===== src/rtl/div_unit.sv =====
// Multi-cycle radix-2 restoring divider for the EX stage. Holds the pipeline via div_stall
// while iterating and presents {remainder, quotient} for the HI/LO write path.
module div_unit #(
  parameter int unsigned DATA_W      = 32,
  parameter logic [7:0]  EXE_DIV_OP  = 8'b0001_1010,
  parameter logic [7:0]  EXE_DIVU_OP = 8'b0001_1011
) (
  input  logic                  clk,
  input  logic                  rst,
  input  logic [7:0]            alucontrolE,
  input  logic [DATA_W-1:0]     srcaE,
  input  logic [DATA_W-1:0]     srcbE,
  input  logic                  flushE,
  input  logic                  ext_stall,
  output logic                  div_stall,
  output logic                  div_valid,
  output logic [2*DATA_W-1:0]   div_result
);

  localparam int unsigned      CntW    = (DATA_W > 1) ? $clog2(DATA_W) : 1;
  localparam logic [CntW-1:0]  LastCnt = CntW'(DATA_W - 1);

  typedef enum logic [1:0] {StIdle, StBusy, StZero, StDone} state_e;

  state_e                state_q, state_d;
  logic [CntW-1:0]       cnt_q, cnt_d;
  // Dividend shifts out MSB-first while quotient bits shift in at the LSB.
  logic [DATA_W-1:0]     dvd_q, dvd_d;
  logic [DATA_W-1:0]     dvs_q, dvs_d;
  logic [DATA_W:0]       rem_q, rem_d;
  logic                  neg_q_q, neg_q_d;
  logic                  neg_r_q, neg_r_d;
  logic [2*DATA_W-1:0]   res_q, res_d;

  logic                  is_div, is_divu, start;
  logic [DATA_W-1:0]     abs_a, abs_b;
  logic [DATA_W:0]       shifted, trial, rem_next;
  logic                  qbit;
  logic [DATA_W-1:0]     quo_next, quo_fix, rem_fix;

  // Operand decode, absolute values and one restoring-division step.
  always_comb begin
    is_div   = (alucontrolE == EXE_DIV_OP);
    is_divu  = (alucontrolE == EXE_DIVU_OP);
    start    = (state_q == StIdle) && (is_div || is_divu) && !flushE;
    // The most negative value negates to itself, which reads correctly as unsigned.
    abs_a    = (is_div && srcaE[DATA_W-1]) ? (DATA_W'(0) - srcaE) : srcaE;
    abs_b    = (is_div && srcbE[DATA_W-1]) ? (DATA_W'(0) - srcbE) : srcbE;
    shifted  = {rem_q[DATA_W-1:0], dvd_q[DATA_W-1]};
    trial    = shifted - {1'b0, dvs_q};
    qbit     = ~trial[DATA_W];
    rem_next = qbit ? trial : shifted;
    quo_next = {dvd_q[DATA_W-2:0], qbit};
    quo_fix  = neg_q_q ? (DATA_W'(0) - quo_next) : quo_next;
    rem_fix  = neg_r_q ? (DATA_W'(0) - rem_next[DATA_W-1:0]) : rem_next[DATA_W-1:0];
  end

  // Next-state logic for the divider FSM and datapath registers.
  always_comb begin
    state_d = state_q;
    cnt_d   = cnt_q;
    dvd_d   = dvd_q;
    dvs_d   = dvs_q;
    rem_d   = rem_q;
    neg_q_d = neg_q_q;
    neg_r_d = neg_r_q;
    res_d   = res_q;
    unique case (state_q)
      StIdle: begin
        if (start) begin
          dvs_d   = abs_b;
          neg_q_d = is_div && (srcaE[DATA_W-1] ^ srcbE[DATA_W-1]);
          neg_r_d = is_div && srcaE[DATA_W-1];
          rem_d   = '0;
          cnt_d   = '0;
          if (srcbE == '0) begin
            // Divide-by-zero reports the raw dividend in HI.
            dvd_d   = srcaE;
            state_d = StZero;
          end else begin
            dvd_d   = abs_a;
            state_d = StBusy;
          end
        end
      end
      StBusy: begin
        if (flushE) begin
          state_d = StIdle;
        end else begin
          dvd_d = quo_next;
          rem_d = rem_next;
          cnt_d = cnt_q + 1'b1;
          if (cnt_q == LastCnt) begin
            res_d   = {rem_fix, quo_fix};
            state_d = StDone;
          end
        end
      end
      StZero: begin
        if (flushE) begin
          state_d = StIdle;
        end else begin
          res_d   = {dvd_q, {DATA_W{1'b1}}};
          state_d = StDone;
        end
      end
      StDone: begin
        // Hold the result while EX is frozen so the same instruction does not restart.
        if (flushE || !ext_stall) state_d = StIdle;
      end
      default: state_d = StIdle;
    endcase
  end

  // State and datapath registers with asynchronous reset.
  always_ff @(posedge clk or posedge rst) begin
    if (rst) begin
      state_q <= StIdle;
      cnt_q   <= '0;
      dvd_q   <= '0;
      dvs_q   <= '0;
      rem_q   <= '0;
      neg_q_q <= 1'b0;
      neg_r_q <= 1'b0;
      res_q   <= '0;
    end else begin
      state_q <= state_d;
      cnt_q   <= cnt_d;
      dvd_q   <= dvd_d;
      dvs_q   <= dvs_d;
      rem_q   <= rem_d;
      neg_q_q <= neg_q_d;
      neg_r_q <= neg_r_d;
      res_q   <= res_d;
    end
  end

  // Stall is combinational so the start cycle itself already holds the pipeline.
  always_comb begin
    div_stall  = !rst && (start || (state_q == StBusy) || (state_q == StZero));
    div_valid  = (state_q == StDone);
    div_result = res_q;
  end

endmodule

===== config.mk =====
export PLATFORM = sky130hd
export DESIGN_NAME = div_unit
export DESIGN_NICKNAME = d
export VERILOG_FILES = /design/src/rtl/div_unit.sv
export SDC_FILE = /design/constraint.sdc
export NUM_CORES = 1
export LEC_CHECK = 0
export BUFFER_PORTS_ARGS = -buffer_cell sky130_fd_sc_hd__buf_2
export CAP_MARGIN = 20
export CORE_AREA = 2 2 192 194
export DETAILED_ROUTE_END_ITERATION = 10
export DIE_AREA = 0 0 194 196
export HOLD_SLACK_MARGIN = 0.15
export PLACE_DENSITY_LB_ADDON = 0.2
export SYNTH_ARGS = -nofsm -noshare
export SYNTH_HDL_FRONTEND = slang
export SYNTH_SLANG_ARGS = --single-unit

===== constraint.sdc =====
create_clock -name clk -period 15.3 [get_ports clk]
set_clock_uncertainty 0.1 [all_clocks]
set_input_delay 2.295 -clock clk [delete_from_list [all_inputs] [get_ports clk]]
set_output_delay 2.295 -clock clk [all_outputs]
set_load 0.02 [all_outputs]

==> run metrics <==
Primary FF master, synth dfrtp_1; min Tclk post-route 6.78 ns; Vias 11300; CP max stage delay 0.60 ns; Async S/R FF share, synth 100%; crit path max fanout 42; drt via density 5.42; worst vdd ir 0.125 mV; RSZ-0062 raised after global routing no; GRT met2 Usage 34.1%; EDFF count, synth 0; grt met3 use 2.46%; Worst path slowest cell nor4b_1; CTS max path bufs 2; P&R area growth vs syn 13.7%; GR Overflow Total 0; Post-DRT Antenna Nets 0; drt total wl 38.7 mm; number of global-route vias before repair 10900; fin. max-slew vios 0; PwrDens 239 nW/um^2; Worst Path Arrival 7.00 ns; Mapped Area 12400 um^2; DR iter-0 viols 804; status completed; Post-Layout Cell Count 2081; layout cells sized above 1 13.6%; Slew @ Worst Pin 1.11 ns; Starting Density 34.3%; drt wl/cell 18.6 um; Post-Synthesis Cells 1511; cts hold-fix bufs 0; die height 196 um; yosys warns 0; met1 Track Usage GR 26.8%; Yosys cell types 74; top achievable clock speed 0.148 GHz; Seq cells post-synth 169; clock-pin slew on the worst setup and hold paths 0.08 ns; I/O Buffers 141; fin crit share 44.3%; setup violators final 0; crit path cell chain inv_1, ha_1, fa_1, nand2b_1, a211oi_2, o211ai_1, a211oi_1, nor3_2, nor2_4, buf_4, clkinv_1, buf_4, a21oi_1, ha_1, inv_1, nor4b_1, nand3b_1, o32a_1, o41ai_1, xnor2_1, o22ai_1; # DRC 0; critical path class reg2reg; syn nets 1631; register area share after synthesis 34.1%; htree depth 4; CTS resizes 0; Leak 6.03 nW; HPWL after DPL 29.2 mm; global-route wire length before repair 60.8 mm; Setup TNS 0 ns; Startpoint Class flop; r2r setup slk 8.52 ns; Rows 70; initial antenna violation count 0; DRT Pass-1 Iters 5; Slew HR 25.8%; Min-Delay Path Class reg2reg; Register Area 4230 um^2; # nets final 1720; Core ar. 36100 um^2; die extent in x 194 um; Most Crowded Layer GR met2; placed instance count 2049; CTS tree done; area of the multi-input gates 7620 um^2; setup bufs post-CTS 0; Final Hold Vio Count 0; worst endpoint required time 15.52 ns; largest net degree at the start of global routing 69; cts bufs inserted 17; Sink Count 169; Core Util, Final 39.0%; total I/O pin count 142; worst skew pair latency 0.46 ns; fillcell total 3714; gp weighted congestion 0.910; max cap viols 0; syn avg cell area 8.20 um^2; Diodes inserted 0; total track usage 20.0%; Crit. End Element flop; Die Area 38000 um^2; CTS root buffer clkbuf_16
## flip-flops by register name (all words and copies together), names as in the netlist
| signal | cells |
|---|---|
| cnt_q | 5 |
| div_result | 64 |
| dvd_q | 32 |
| dvs_q | 32 |
| neg_q_q | 1 |
| neg_r_q | 1 |
| rem_q | 32 |
| state_q | 2 |
## placed cells by master, fill, tap and decap left out, types with 7 or more instances in the layout
cell type    n
nand2b_1    19
buf_2      141
or4_1       10
xnor2_1     72
nand4_1     12
nor2_1     108
o211ai_1     7
o41ai_1     13
nor4_1      19
and3_1      10
a21oi_1    107
a21o_1      13
inv_1       56
o21bai_1     8
nand2_1    207
ha_1        41
buf_4       13
dfrtp_1    169
nand3_1     10
mux2i_1     77
and2_1       9
a211oi_1    12
o21a_1      11
o31ai_1     33
a31oi_1      7
nor3_1      34
or3_1       15
clkbuf_16   17
o21ai_0    188
xor2_1      63
## worst max-delay path, delay by kind of cell, from the launching register on
kind / cells / cell delay (ns)
adder cells (fa/ha/maj): 3 / 0.90
flip-flops: 1 / 0.40
AO/OA/AOI/OAI: 7 / 2.40
XOR/XNOR: 1 / 0.16
AND/OR/NAND/NOR: 5 / 1.31
buffers and inverters: 5 / 1.33
## through the flow
step	instance area, um^2	setup slack (ns)	total power, mW	hold slack (ns)
global route	14100	7.98	3.62	0.407
detailed placement	13500	8.59	2.89	0.362
CTS	14100	8.56	3.37	0.389
global placement	13500	8.86	2.89	0.361
finish	14100	8.52	3.36	0.382
floorplan	12400	8.33	2.26	0.350
## cell families after synthesis
group                    count (synthesis)  share of synthesized area, %
XOR/XNOR                               135                          9.55
adder cells (fa/ha/maj)                 44                          4.51
buffers and inverters                  142                          4.58
AO/OA/AOI/OAI                          443                          21.5
AND/OR/NAND/NOR                        495                          19.0
flip-flops                             169                          34.1
multiplexers                            83                          6.77
## cells in the mapped netlist, drive strengths merged (12+ instances only)
library cell	count	area [um^2]
or3	16	105
a21o	14	105
clkbuf	59	221
nor2	110	420
buf	25	128
a21oi	107	536
xnor2	72	631
ha	43	538
xor2	63	552
o21ai	192	961
dfrtp	169	4230
nand2	208	781
o41ai	16	163
nand2b	19	119
mux2i	77	771
a211oi	13	103
nor4	20	140
nor3	36	180
nand4	12	75.1
o31ai	33	248
inv	57	214
## metal layers
layer	vias to the layer above	part of all wire, %
met5	-	0
met3	32	3.6
met2	246	48
met4	0	1.8
met1	5462	46
li1	5538	-
## area by class of cell
| cell class | count | area share, % |
|---|---|---|
| flip-flops and latches | 169 | 30.0 |
| repair buffers | 154 | 5.71 |
| clock buffers | 17 | 3.02 |
| inverters | 58 | 1.58 |
| multi-input cells | 1200 | 54.1 |
| clock inverters | 15 | 1.37 |
| well taps | 468 | 4.16 |
## path summary, 6_finish.rpt
| kind | from | endpoint | cells after the start |
|---|---|---|---|
| max | dvd_q[31] | div_result[60] | 21 |
| min | dvs_q[29] | dvs_q[29] | 2 |
| max reg2reg | dvd_q[31] | div_result[60] | 21 |
| min reg2reg | dvs_q[29] | dvs_q[29] | 2 |
| max in group asynchronous | rst | dvs_q[14] | 3 |
| min in group asynchronous | rst | div_result[59] | 2 |
## report_power, final
part	leakage, nW	total [mW]	internal, mW	switching (mW)
clock	0.296	0.456	0.224	0.232
combinational	3.58	2.13	0.758	1.37
sequential	2.16	0.778	0.604	0.173
Note: power is estimated with default switching activity, not from simulation.
